## config.mk

```make
export PLATFORM = sky130hd
export DESIGN_NAME = lsu_ctrl
export DESIGN_NICKNAME = d
export VERILOG_FILES = /design/src/rtl/lsu_pkg.sv /design/src/rtl/lsu.sv /design/src/rtl/lsu_ctrl.sv
export SDC_FILE = /design/constraint.sdc
export NUM_CORES = 1
export LEC_CHECK = 0
export BUFFER_PORTS_ARGS = -buffer_cell sky130_fd_sc_hd__buf_2
export CORE_MARGIN = 2
export CORE_UTILIZATION = 30
export CTS_BUF_LIST = sky130_fd_sc_hd__clkbuf_2
export DETAILED_ROUTE_END_ITERATION = 16
export GPL_ROUTABILITY_DRIVEN = 1
export HOLD_SLACK_MARGIN = 0.03
export PLACE_DENSITY = 0.57
export SETUP_SLACK_MARGIN = 0.02
export SYNTH_ARGS = -nofsm -noshare
export SYNTH_HDL_FRONTEND = slang
export SYNTH_SLANG_ARGS = --single-unit
```

## constraint.sdc

```tcl
create_clock -name clk -period 5.9 [get_ports clk]
set_clock_uncertainty 0.1 [all_clocks]
set_input_delay 1.18 -clock clk [delete_from_list [all_inputs] [get_ports clk]]
set_output_delay 1.18 -clock clk [all_outputs]
set_load 0.005 [all_outputs]
```

## src/rtl/lsu_pkg.sv

```systemverilog
// rtl/lsu_pkg.sv - shared function codes, controller state enum and decode helpers
package lsu_pkg;

  localparam logic [3:0] FUNC_LB  = 4'b0000;
  localparam logic [3:0] FUNC_LH  = 4'b0001;
  localparam logic [3:0] FUNC_LW  = 4'b0010;
  localparam logic [3:0] FUNC_LBU = 4'b0100;
  localparam logic [3:0] FUNC_LHU = 4'b0101;
  localparam logic [3:0] FUNC_SB  = 4'b1000;
  localparam logic [3:0] FUNC_SH  = 4'b1001;
  localparam logic [3:0] FUNC_SW  = 4'b1010;

  typedef enum logic [2:0] {
    ST_IDLE  = 3'd0,
    ST_RD    = 3'd1,
    ST_RWAIT = 3'd2,
    ST_WR    = 3'd3,
    ST_RESP  = 3'd4
  } ctrl_state_e;

  function automatic logic func_legal(input logic [3:0] func);
    case (func)
      FUNC_LB, FUNC_LH, FUNC_LW, FUNC_LBU, FUNC_LHU,
      FUNC_SB, FUNC_SH, FUNC_SW: return 1'b1;
      default:                   return 1'b0;
    endcase
  endfunction

  function automatic logic func_is_store(input logic [3:0] func);
    return func[3];
  endfunction

endpackage

```

## src/rtl/lsu.sv

```systemverilog
// rtl/lsu.sv - combinational address generation, load formatting and store merge
module lsu
  import lsu_pkg::*;
(
  input  logic [3:0]  func,
  input  logic [31:0] base,
  input  logic [11:0] offset,
  input  logic [31:0] wdata,
  input  logic [63:0] rwin,
  output logic [29:0] word_addr,
  output logic [31:0] rdata,
  output logic [63:0] wwin,
  output logic        err
);

  logic [31:0] addr;
  logic [5:0]  shamt;
  logic [31:0] rsel;
  logic [63:0] mask;

  assign addr      = base + {{20{offset[11]}}, offset};
  assign word_addr = addr[31:2];
  assign shamt     = {addr[1:0], 3'b000};
  assign rsel      = 32'(rwin >> shamt);
  assign err       = !func_legal(func);

  always_comb begin
    rdata = '0;
    case (func)
      FUNC_LB:  rdata = {{24{rsel[7]}}, rsel[7:0]};
      FUNC_LH:  rdata = {{16{rsel[15]}}, rsel[15:0]};
      FUNC_LW:  rdata = rsel;
      FUNC_LBU: rdata = {24'b0, rsel[7:0]};
      FUNC_LHU: rdata = {16'b0, rsel[15:0]};
      default:  rdata = '0;
    endcase
  end

  // Byte lanes replaced within the two-word window; unaligned halves/words may spill into the upper word.
  always_comb begin
    mask = '0;
    case (func[1:0])
      2'b00:   mask = 64'h0000_0000_0000_00FF;
      2'b01:   mask = 64'h0000_0000_0000_FFFF;
      default: mask = 64'h0000_0000_FFFF_FFFF;
    endcase
  end

  assign wwin = (rwin & ~(mask << shamt)) | (({32'b0, wdata} & mask) << shamt);

endmodule

```

## src/rtl/lsu_ctrl.sv

```systemverilog
// rtl/lsu_ctrl.sv - request sequencer: read, optional read-modify-write, then response
module lsu_ctrl
  import lsu_pkg::*;
(
  input  logic        clk,
  input  logic        rst_n,
  input  logic        req_valid,
  output logic        req_ready,
  input  logic [3:0]  req_func,
  input  logic [31:0] req_base,
  input  logic [11:0] req_offset,
  input  logic [31:0] req_wdata,
  output logic        resp_valid,
  input  logic        resp_ready,
  output logic [31:0] resp_rdata,
  output logic        resp_err,
  output logic        mem_req,
  output logic        mem_we,
  output logic [29:0] mem_addr,
  output logic [63:0] mem_wdata,
  input  logic        mem_gnt,
  input  logic        mem_rvalid,
  input  logic [63:0] mem_rdata
);

  ctrl_state_e state, state_next;

  logic [3:0]  func_q;
  logic [31:0] base_q;
  logic [11:0] offset_q;
  logic [31:0] wdata_q;
  logic [63:0] win_q;

  logic [29:0] lsu_word_addr;
  logic [31:0] lsu_rdata;
  logic [63:0] lsu_wwin;
  logic        lsu_err;

  lsu u_lsu (
    .func      (func_q),
    .base      (base_q),
    .offset    (offset_q),
    .wdata     (wdata_q),
    .rwin      (win_q),
    .word_addr (lsu_word_addr),
    .rdata     (lsu_rdata),
    .wwin      (lsu_wwin),
    .err       (lsu_err)
  );

  always_ff @(posedge clk) begin
    if (!rst_n) state <= ST_IDLE;
    else        state <= state_next;
  end

  always_ff @(posedge clk) begin
    if (!rst_n) begin
      func_q   <= '0;
      base_q   <= '0;
      offset_q <= '0;
      wdata_q  <= '0;
      win_q    <= '0;
    end else begin
      if (state == ST_IDLE && req_valid) begin
        func_q   <= req_func;
        base_q   <= req_base;
        offset_q <= req_offset;
        wdata_q  <= req_wdata;
      end
      if (state == ST_RWAIT && mem_rvalid) win_q <= mem_rdata;
    end
  end

  always_comb begin
    state_next = state;
    case (state)
      ST_IDLE:  if (req_valid) state_next = func_legal(req_func) ? ST_RD : ST_RESP;
      ST_RD:    if (mem_gnt) state_next = ST_RWAIT;
      ST_RWAIT: if (mem_rvalid) state_next = func_is_store(func_q) ? ST_WR : ST_RESP;
      ST_WR:    if (mem_gnt) state_next = ST_RESP;
      ST_RESP:  if (resp_ready) state_next = ST_IDLE;
      default:  state_next = ST_IDLE;
    endcase
  end

  // Memory outputs derive only from state and registered fields, so they hold while gnt is low.
  always_comb begin
    req_ready  = 1'b0;
    resp_valid = 1'b0;
    resp_err   = 1'b0;
    resp_rdata = '0;
    mem_req    = 1'b0;
    mem_we     = 1'b0;
    mem_addr   = '0;
    mem_wdata  = '0;
    case (state)
      ST_IDLE: req_ready = 1'b1;
      ST_RD: begin
        mem_req  = 1'b1;
        mem_addr = lsu_word_addr;
      end
      ST_WR: begin
        mem_req   = 1'b1;
        mem_we    = 1'b1;
        mem_addr  = lsu_word_addr;
        mem_wdata = lsu_wwin;
      end
      ST_RESP: begin
        resp_valid = 1'b1;
        resp_err   = lsu_err;
        resp_rdata = lsu_rdata;
      end
      default: ;
    endcase
  end

endmodule

```

==> reports/metrics.cfg <==
[timing]
finalMaxSlewViolations = 0
max_freq_mhz = 189
setup_violations = 0
fin_crit_ns = 5.30
rsz0062_at_grt = false
relSlewSlack_pct = 22.9
worst_slew_pin_slew_ns = 1.15
period_share_pct = 89.8
finalSetupTns_ns = 0
hold_violations = 0

[floorplanning]
coreArea_sq_um = 33300
rows = 67
die-area_sq_um = 35100
dieWidth_um = 187
initial_utilization_pct = 30.3
die_h_um = 187
ios = 281

[yosys]
yosysMostFrequentCell = nand2_1
ys_ff_latch = 148
synthDistinctLibCells = 73
yosys-top-cells-count = 372 x nand2_1, 148 x dfxtp_1, 144 x a21boi_0, 109 x nor2_1, 77 x a21oi_1
synth_cells = 1332
synth_top_area_share_pct = 29.4
synth_nets = 1514
yosys.area.top_type = dfxtp_1
synthTopCellsByArea = dfxtp_1 29%, nand2_1 14%, a21boi_0 11%
synth_warnings = 0
synth-edff-count = 0
syn_area_per_cell_sq_um = 7.56
async_flop_share_pct = 0
synth-seq-area-share_pct = 29.4
synth-main-ff-cell = dfxtp_1
syn_area_sq_um = 10100

[clock_tree]
clock_sinks = 148
ctsHoldBuffers = 0
cts_resized = 0
root_buffer = clkbuf_2
cts.clk_slew.worst_paths_ns = 0.24
htreeDepth = 4
postCtsSetupBuffers = 0
insertion_delay_ns = 0.74
cts_tree = done
cts_buffer_depth = 2
cts_buffers = 17

[critical_path]
crit_fanout = 27
start_kind = flop
cp_num_cells = 8
path_cells = ha_4 > inv_1 > fa_2 > mux4_2 > mux2i_1 > or4_1 > a21oi_1 > buf_2
critPathCaptureType = output pin
crit_path_max_incr_delay_ns = 0.99
rr_worst_depth = 7
critical_path_class = flop to output pin
slowest_stage = fa_2
critPathTopFamily = adder cells
worst_ep_arrival_time_ns = 4.02
path_buf_inv = 2
required_ns = 4.62

[pwr]
power.leakage_uw = 0.00474
p_per_area_nw_per_um2 = 232
ir_worst_vdd_mv = 0.119

[cells_and_area]
final_cells = 2013
post-route-util_pct = 36.1
postLayoutCellArea_sq_um = 12000
drive_above_1_share_pct = 24.5
area_delta_synth_final_pct = 19.1
nets = 1726

[hold_path]
hold_class = flop to flop
hold_path_depth = 2

[grt]
grt_pass1_wl_mm = 60.2
antenna_found_initial = 6
grt_pass1_vias = 10311
grt_use_total_pct = 22.2
gr-total-overflow = 0
grt_start_max_net_pins = 78

[placed_design]
io_buffers = 280
dp_cells = 1973
place_congestion = 0.947
place_hpwl_mm = 30.1
placed_area_sq_um = 11800

[drt]
vias = 10551
routed_wl_mm = 39.3
firstDrtPassIters = 5
vias_per_cell = 5.24
drt-initial-drc-count = 854
ant_nets = 0
wl_per_cell_um = 19.5
drc = 0

[outcome]
status = completed

[run]
max-cap-violations = 0

-- metal layers --
layer  wire length, um  part of all wire, %  vias to the layer above  track usage, %
li1                  -                    -                     5070               -
met1             17700                   45                     4990            29.9
met2             17400                   44                      416            34.4
met3              2850                  7.2                       75            4.56
met4              1390                  3.5                        0            9.46
met5                 0                    0                        -               0
-- final timing paths --
path / startpoint / to / slack [ns]
min reg2reg: win_q[59] / win_q[59] / 0.38
min: win_q[59] / win_q[59] / 0.38
max reg2reg: state[1] / flop / 2.81
max: base_q[0] / resp_rdata[16] / 0.60
-- power by group --
group          internal, uW  leakage (uW)  switching (uW)
Combinational           352       0.00341             621
Clock                   163      0.000128             451
Sequential             1090       0.00121             113
Total                  1600       0.00474            1190
-- cell families after synthesis --
| kind of cell | count (synthesis) | synth area share (%) |
|---|---|---|
| compound gates | 372 | 26.3 |
| xor+xnor | 18 | 1.57 |
| fa+ha+maj | 32 | 4.05 |
| buf+inv | 118 | 4.77 |
| flops | 148 | 29.4 |
| mux | 44 | 8.35 |
| simple gates | 600 | 25.5 |
-- final cells by class --
cell class	instances	area, sq um
repair buffers	293	1500
flip-flops and latches	148	2960
well taps	448	561
multi-input cells	1066	6660
fillers	3601	21300
clock buffers	17	85.1
clock inverters	15	143
diodes	8	20.0
inverters	18	67.6
-- registers in the layout, summed over array words and instances (netlist names), named ones only --
name	flops
win_q	64
base_q	32
state	3
func_q	4
wdata_q	32
offset_q	12
-- through the flow --
| step | worst slack (ns) | power [uW] | hold slack, ns |
|---|---|---|---|
| 6_report | 0.601 | 2790 | 0.375 |
| 5_1_grt | 0.338 | 2970 | 0.356 |
| 4_1_cts | 0.533 | 2810 | 0.371 |
| 3_5_place_dp | 1.49 | 2190 | 0.357 |
| 3_3_place_gp | 1.58 | 2180 | 0.348 |
| 2_1_floorplan | 2.08 | 1870 | 0.339 |
-- layout by cell type, fill, tap and decap left out, types with 22 or more instances in the layout --
cell type	netlist	final
a211oi_1	22	22
dfxtp_1	148	148
nand2_1	372	370
mux4_2	32	32
buf_2	21	279
nand3_1	23	22
nor2b_1	22	22
a21oi_1	77	77
nor2_1	109	109
a21boi_0	144	144
ha_1	31	30
-- tightest hold or removal path: stages (launching register included) --
cell and delay [ns]:
dfxtp_1 0.35, nand2_1 0.04, a21boi_0 0.06
(Power assumes the default switching activity.)
